File: src/rtl/iiitb_plifo.sv
// rtl/iiitb_plifo.sv - parametrised single-clock LIFO stack with flags and sticky errors
module iiitb_plifo #(
  parameter int WIDTH    = 4,
  parameter int DEPTH    = 8,
  parameter int AF_LEVEL = 6,
  parameter int AE_LEVEL = 1,
  localparam int CW      = $clog2(DEPTH + 1)
) (
  input  logic             Clk,
  input  logic             Rst,
  input  logic             EN,
  input  logic             Clr,
  input  logic             Push,
  input  logic             Pop,
  input  logic [WIDTH-1:0] dataIn,
  output logic [WIDTH-1:0] dataOut,
  output logic             dataValid,
  output logic [CW-1:0]    count,
  output logic             EMPTY,
  output logic             FULL,
  output logic             ALMOST_EMPTY,
  output logic             ALMOST_FULL,
  output logic             OVF,
  output logic             UNF
);

  localparam int AW = $clog2(DEPTH);
  localparam logic [CW-1:0] DEPTH_C = CW'(DEPTH);
  localparam logic [CW-1:0] AF_C    = CW'(AF_LEVEL);
  localparam logic [CW-1:0] AE_C    = CW'(AE_LEVEL);

  logic [WIDTH-1:0] mem [DEPTH];

  logic [AW-1:0] top_idx;
  logic [AW-1:0] mem_wa;
  logic          mem_we;
  logic          do_push;
  logic          do_pop;
  logic          do_rep;
  logic          do_byp;
  logic          ovf_set;
  logic          unf_set;

  assign EMPTY        = (count == '0);
  assign FULL         = (count == DEPTH_C);
  assign ALMOST_EMPTY = (count <= AE_C);
  assign ALMOST_FULL  = (count >= AF_C);
  assign top_idx      = AW'(count - CW'(1));

  // Request decode; Clr and a low EN both suppress every stack operation.
  always_comb begin
    do_push = 1'b0;
    do_pop  = 1'b0;
    do_rep  = 1'b0;
    do_byp  = 1'b0;
    ovf_set = 1'b0;
    unf_set = 1'b0;
    if (!Clr && EN) begin
      case ({Push, Pop})
        2'b10: begin
          do_push = !FULL;
          ovf_set = FULL;
        end
        2'b01: begin
          do_pop  = !EMPTY;
          unf_set = EMPTY;
        end
        2'b11: begin
          do_rep = !EMPTY;
          do_byp = EMPTY;
        end
        default: ;
      endcase
    end
  end

  assign mem_we = (do_push || do_rep) && !Rst;
  assign mem_wa = do_push ? AW'(count) : top_idx;

  always_ff @(posedge Clk) begin
    if (mem_we) begin
      mem[mem_wa] <= dataIn;
    end
  end

  always_ff @(posedge Clk or posedge Rst) begin
    if (Rst) begin
      count     <= '0;
      dataOut   <= '0;
      dataValid <= 1'b0;
      OVF       <= 1'b0;
      UNF       <= 1'b0;
    end else if (Clr) begin
      count     <= '0;
      dataValid <= 1'b0;
      OVF       <= 1'b0;
      UNF       <= 1'b0;
    end else begin
      dataValid <= do_pop || do_rep || do_byp;
      if (do_push) begin
        count <= count + CW'(1);
      end
      if (do_pop) begin
        count <= count - CW'(1);
      end
      // Replace reads the old top while the same edge overwrites it.
      if (do_pop || do_rep) begin
        dataOut <= mem[top_idx];
      end
      if (do_byp) begin
        dataOut <= dataIn;
      end
      if (ovf_set) begin
        OVF <= 1'b1;
      end
      if (unf_set) begin
        UNF <= 1'b1;
      end
    end
  end

endmodule
File: config.mk
export PLATFORM = sky130hd
export DESIGN_NAME = iiitb_plifo
export DESIGN_NICKNAME = d
export VERILOG_FILES = /design/src/rtl/iiitb_plifo.sv
export SDC_FILE = /design/constraint.sdc
export NUM_CORES = 1
export LEC_CHECK = 0
export CORE_ASPECT_RATIO = 1.1
export CORE_MARGIN = 2
export CORE_UTILIZATION = 56
export CTS_BUF_LIST = sky130_fd_sc_hd__clkbuf_8
export CTS_CLUSTER_SIZE = 25
export DETAILED_ROUTE_END_ITERATION = 8
export PLACE_DENSITY = 0.8
export SYNTH_ARGS = -nofsm -noshare
export SYNTH_HDL_FRONTEND = slang
export SYNTH_SLANG_ARGS = --single-unit
File: constraint.sdc
create_clock -name Clk -period 3 [get_ports Clk]
set_input_delay 0.6 -clock Clk [delete_from_list [all_inputs] [get_ports Clk]]
set_output_delay 0.6 -clock Clk [all_outputs]
set_load 0.01 [all_outputs]
==> flow_summary.ini, run 1 <==
[synth]
synth_cell_types = 44
netlist_area_sq_um = 2120
yosysWarnings = 0
syn_area_per_cell_sq_um = 11.8
syn_inst = 179
synth_edf_count = 32
synth_seq_cells = 43
async_flop_share_pct = 25.6
synth_ff_type = edfxtp_1
yosysSeqAreaShare_pct = 58.4
synth.net_count = 193

[power_and_ir_drop]
pwr_density_cell_nw_per_um2 = 473
leakagePower_nw = 0.950
switchingPower_mw = 0.292
intPower_mw = 0.901
ir_drop_mv = 0.337
comb_power_share_pct = 14.5
seqPwrFrac_pct = 55.9
power.share.clock_pct = 29.6
p_sw_share_pct = 24.5

[die]
die_w_um = 62.6
die_h_um = 68.5
die_area_sq_um = 4290
initial_utilization_pct = 58.4
ios = 25
fp-row-count = 23
design.core.area_sq_um = 3630

[cells_and_area]
num_antenna_cells = 0
final_nets = 222
syn2layout_area_growth_pct = 19.0
stdcell_area_sq_um = 2520
layout.cells.non_filler = 259
fillers = 275
layout-drive-gt1-share_pct = 11.5

[place]
pre_cts_slack_ns = 0.0912
dp_hpwl_mm = 3.66
port_buffers = 24
placed_area_sq_um = 2430
finalWeightedCongestion = 0.890
placed_cells = 251

[sta]
fmax_ghz = 0.355
skew_ns = 0.00936
fin_ws_ns = 0.186
setup_viol = 0
slew_violations = 0
final-hold-violation-count = 0
fin_crit_sh_pct = 93.8
rsz0062_at_grt = no
maxSlewHeadroom_pct = 56.9
timing.setup.tns_ns = 0
tightest_slew_ns = 0.646
holdWs_ns = 0.522
period_minus_slack_ns = 2.81

[clock_network]
cts_tree = done
cts_sinks = 43
cts_made_buffers = 5
clkSlewWorstSetupHoldPaths_ns = 0.08
clockBufferDepth = 2
clkLatencyLatePin_ns = 0.30
cts_root_buffer = clkbuf_8
post_cts_buffers = 0
cts_max_level = 2

[grt]
grt_max_degree = 15
first_global_vias = 1564
antenna_found_initial = 0
grt_pass1_wl_mm = 8.05
grt.overflow.total = 0
track_usage_pct = 26.0

[route]
drc_errors = 0
avgRoutedWirePerCell_um = 19.3
viasPerCell = 6.35
ant_nets = 0
vias = 1644
firstDrtPassIters = 5
drt_first_iter_violations = 161
wl_mm = 5.01

[worst_setup_path]
path_cells = inv_2, ha_1, buf_4, nand3b_1, inv_1, clkdlybuf4s50_1
path_max_fanout = 12
slowest_delay_ns = 0.55
crit_type = flop to output port
start_kind = flop
cp_num_buf_inv = 4
crit_family = buffers and inverters
end_kind = output port
cp_slowest_cell = clkdlybuf4s50_1
required_ns = 2.40
arrival_ns = 2.21

[flow_run]
max-cap-violations = 0

[min_path]
hold_class = flop to flop

[run_status]
status = completed
routing by layer:
layer  GRT usage [%]  up-vias  share of wire [%]
met3            7.07       17                8.2
met5               0        -                  0
li1                -      733                  -
met4            13.1        0                3.2
met1            30.4      789                 39
met2            45.3      105                 50
path summary, 6_finish.rpt:
path | startpoint | endpoint | slack (ns) | cells after the start
max in group asynchronous | Rst | count[2] | 2.18 | 3
min in group asynchronous | Rst | dataOut[2] | 0.67 | 3
max | count[1] | FULL | 0.19 | 6
min | dataOut[3] | dataOut[3] | 0.52 | 1
max reg2reg | count[1] | mem[2][0] | 0.60 | 8
min reg2reg | dataOut[3] | dataOut[3] | 0.52 | 1
power by group through the flow:
stage / Sequential (mW) / Combinational (mW) / Clock, mW
2_1_floorplan: 0.686 / 0.0804 / 0
3_3_place_gp: 0.679 / 0.164 / 0
3_5_place_dp: 0.680 / 0.169 / 0
4_1_cts: 0.666 / 0.169 / 0.354
5_1_grt: 0.668 / 0.187 / 0.380
6_report: 0.667 / 0.173 / 0.353
synth_stat cells, drive strengths merged, types with 2 or more instances:
master  count  area share [%]
o32ai       2            0.83
nor2       13             2.3
inv        12             2.1
nand3b      2            0.71
buf         8             2.1
a22o        3             1.2
xnor2       2            0.83
a31o        3             1.2
a31oi       4             1.2
nand3       2            0.47
ha          4             2.4
nand2b      2            0.59
or3         3            0.89
nand2      14             2.5
mux4        2             2.1
mux2i       8             3.8
clkbuf      3            0.53
a211oi      2            0.71
a32oi       2            0.83
nor3       10             2.6
edfxtp     32              45
nand4       3            0.89
a21oi       6             1.4
nor4        3            0.89
dfrtp      11              13
o21ai       8             2.1
a22oi       3             1.1
area by class of cell:
cell class	count	area (sq um)	area share, %
multi-input cells	113	782	31.0
inverters	12	45.0	1.79
repair buffers	33	308	12.2
clock buffers	5	68.8	2.73
clock inverters	3	16.3	0.646
flip-flops and latches	43	1240	49.1
well taps	50	62.6	2.48
per-stage QoR:
step | power [mW] | utilization, %
6_report | 1.19 | 69.5
5_1_grt | 1.23 | 69.5
4_1_cts | 1.19 | 69.4
3_5_place_dp | 0.848 | 67.0
3_3_place_gp | 0.842 | 67.0
2_1_floorplan | 0.766 | -
kinds of logic (layout without fill, tap and decap cells):
| family | Yosys count | after routing | share of synthesized area [%] |
|---|---|---|---|
| and+or+nand+nor | 58 | 58 | 14.3 |
| DFF | 43 | 43 | 58.4 |
| AOI/OAI and AO/OA | 38 | 38 | 12.6 |
| adders and majority gates | 4 | 4 | 2.36 |
| xor gates and xnor gates | 3 | 3 | 1.60 |
| buffers and inverters | 23 | 53 | 4.79 |
| muxes | 10 | 10 | 5.91 |
flip-flops by register name, summed over array words and instances (netlist names):
name       cells
OVF            1
UNF            1
count          4
dataOut        4
dataValid      1
mem           32
cells in the final DEF (no fill, tap or decap), drive strengths merged, types with 2 or more instances in the layout:
| master | synthesis | final |
|---|---|---|
| edfxtp | 32 | 32 |
| clkdlybuf4s50 | 0 | 24 |
| nand2 | 14 | 14 |
| nor2 | 13 | 13 |
| inv | 12 | 13 |
| dfrtp | 11 | 11 |
| nor3 | 10 | 10 |
| buf | 8 | 9 |
| mux2i | 8 | 8 |
| o21ai | 8 | 8 |
| a21oi | 6 | 6 |
| clkbuf | 3 | 5 |
| a31oi | 4 | 4 |
| ha | 4 | 4 |
| or3 | 3 | 3 |
| nor4 | 3 | 3 |
| nand4 | 3 | 3 |
| a22oi | 3 | 3 |
| a22o | 3 | 3 |
| a31o | 3 | 3 |
| nand3b | 2 | 2 |
| a32oi | 2 | 2 |
| xnor2 | 2 | 2 |
| o32ai | 2 | 2 |
| nand2b | 2 | 2 |
| mux4 | 2 | 2 |
| nand3 | 2 | 2 |
| a211oi | 2 | 2 |
repair_timing:
action | CTS | global route
hold buffers | 0 | 0
endpoints found under the setup margin | 0 | 2
hold endpoints to repair | 0 | 0
resized for setup | 0 | 2
worst reg2reg max path, stage by stage (launching register included):
cell and delay (ns):
dfrtp_1 0.51, inv_2 0.12, ha_1 0.21, buf_4 0.19, nand3b_1 0.20, inv_1 0.11
nor3_1 0.15, o21ai_1 0.16, nor2_1 0.41
(Power assumes the default switching activity.)
==> inputs of run 2 (changes only) <==
--- a/config.mk
+++ b/config.mk
@@ -9,6 +9,7 @@
 export CORE_MARGIN = 2
 export CORE_UTILIZATION = 56
 export CTS_BUF_LIST = sky130_fd_sc_hd__clkbuf_8
+export CTS_CLUSTER_DIAMETER = 200
 export CTS_CLUSTER_SIZE = 25
 export DETAILED_ROUTE_END_ITERATION = 8
 export PLACE_DENSITY = 0.8
==> results of run 2 <==
Same layout as run 1: the final DEF is identical, and so are final timing and power.
==> inputs of run 3 (changes only) <==
--- a/config.mk
+++ b/config.mk
@@ -12,7 +12,7 @@
 export CTS_CLUSTER_DIAMETER = 200
 export CTS_CLUSTER_SIZE = 25
 export DETAILED_ROUTE_END_ITERATION = 8
-export PLACE_DENSITY = 0.8
+export PLACE_DENSITY = 0.89
 export SYNTH_ARGS = -nofsm -noshare
 export SYNTH_HDL_FRONTEND = slang
 export SYNTH_SLANG_ARGS = --single-unit
==> flow_summary.ini, run 3 (same netlist as run 1, synthesis figures left out) <==
[sta]
rsz0062_at_grt = no
final-hold-violation-count = 0
skew_ns = 0.0118
slew_violations = 0
tightest_slew_ns = 0.786
setup_viol = 0
fmax_ghz = 0.351
maxSlewHeadroom_pct = 47.5
period_minus_slack_ns = 2.85
fin_crit_sh_pct = 95.1
timing.setup.tns_ns = 0

[power_and_ir_drop]
ir_drop_mv = 0.292
intPower_mw = 1.07
leakagePower_nw = 0.969
seqPwrFrac_pct = 48.7
pwr_density_cell_nw_per_um2 = 536
switchingPower_mw = 0.301
comb_power_share_pct = 12.7
power.share.clock_pct = 38.6
p_sw_share_pct = 22.0
power_mw = 1.37

[cells_and_area]
syn2layout_area_growth_pct = 20.9
layout_commonest_cell = edfxtp_1
layout_common_cells = edfxtp_1 (32), clkdlybuf4s50_1 (24), nand2_1 (14)
top_register = mem
layout-drive-gt1-share_pct = 11.1
final-seq-area_sq_um = 1240
fillers = 234
reg_top3 = mem: 32 flops, count: 4 flops, dataOut: 4 flops
largest_register_ffs = 32
multi_input_area_sq_um = 782
final_nets = 221
num_antenna_cells = 0

[worst_setup_path]
required_ns = 2.40
r2r_end = dataOut[1]
critPathLaunch = count[1]
cp_slowest_cell = clkdlybuf4s50_1
crit_end = FULL
path_max_fanout = 12
rr_worst_depth = 7
slowest_delay_ns = 0.55
end_kind = output port
r2r_slack_ns = 0.55
crit_type = flop to output port
path_cells = inv_2, ha_1, buf_4, nand3b_1, inv_1, clkdlybuf4s50_1
cp_num_buf_inv = 4
r2r-start = count[1]
arrival_ns = 2.25
start_kind = flop
crit_family = buffers and inverters
cp_num_cells = 6

[place]
dp_hpwl_mm = 3.55
finalWeightedCongestion = 0.973
port_buffers = 24

[die]
design.core.area_sq_um = 3630
ios = 25
die_h_um = 68.5
die_area_sq_um = 4290
fp-row-count = 23
initial_utilization_pct = 58.4
die_w_um = 62.6

[route]
drc_errors = 0
wl_mm = 5.42
firstDrtPassIters = 7
drt_first_iter_violations = 281
ant_nets = 0
viasPerCell = 6.62
vias = 1707
avgRoutedWirePerCell_um = 21.0

[clock_network]
cts_sinks = 43
cts_tree = done
ctsHoldBuffers = 0
clockBufferDepth = 2
cts_root_buffer = clkbuf_8
clkSlewWorstSetupHoldPaths_ns = 0.09
cts_made_buffers = 5
cts_max_level = 2
clkLatencyLatePin_ns = 0.30

[min_path]
hold_class = flop to flop

[run_status]
status = completed

[grt]
grt.overflow.total = 0
grt_pass1_wl_mm = 8.60
grt_max_degree = 20
antenna_found_initial = 0
track_usage_pct = 27.3
first_global_vias = 1650

[flow_run]
max-cap-violations = 0
run 3: cell count changes in the layout (fill, tap and decap cells not counted), sizes merged:
cell      change
clkinvlp      -1
bufinv        +2
clkinv        -1
buf           -1
run 3: timing repair:
action	CTS	global route
setup endpoints to repair	0	2
setup buffers	0	0
hold endpoints to repair	0	0
resized for setup	0	2
run 3: layout make-up:
| class | count | share of cell area (%) |
|---|---|---|
| sequential | 43 | 48.3 |
| multi-input combinational | 113 | 30.6 |
| timing repair buffer | 32 | 11.7 |
| clock buffer | 5 | 2.69 |
| clock inverter | 3 | 2.49 |
| tap | 50 | 2.44 |
| inverter | 12 | 1.76 |
run 3: power groups by stage:
stage	Combinational (mW)	Sequential [mW]	Clock [mW]
detailed placement	0.168	0.680	0
finish	0.174	0.667	0.530
CTS	0.171	0.667	0.527
global placement	0.161	0.677	0
global route	0.184	0.669	0.558
floorplan	0.0804	0.686	0
run 3: routing by layer:
metal,GRT usage (%),share of wire (%),up-vias
met2,49.2,52,132
met4,9.44,2.4,0
met1,32.1,36,824
li1,-,-,728
met3,7.57,10,23
met5,0,0,-
run 3: stage by stage:
| step | setup WS, ns | hold slack (ns) | util [%] | instances | area, sq um |
|---|---|---|---|---|---|
| 2_1_floorplan | 0.589 | 0.466 | - | 179 | 2120 |
| 3_3_place_gp | 0.253 | 0.493 | 66.8 | 250 | 2420 |
| 3_5_place_dp | 0.101 | 0.527 | 66.8 | 250 | 2420 |
| 4_1_cts | 0.0323 | 0.534 | 70.5 | 258 | 2560 |
| 5_1_grt | 0.0511 | 0.540 | 70.6 | 258 | 2560 |
| 6_report | 0.148 | 0.539 | 70.6 | 258 | 2560 |
run 3: worst min-delay path by stage:
stage / from / endpoint / slack (ns) / cells past startpoint
floorplan: Rst / OVF / 0.47 / 1
global route: dataOut[3] / dataOut[3] / 0.54 / 1
detailed placement: dataOut[3] / dataOut[3] / 0.53 / 1
finish: dataOut[3] / dataOut[3] / 0.54 / 1
CTS: dataOut[3] / dataOut[3] / 0.53 / 1
global placement: dataOut[3] / dataOut[3] / 0.49 / 1
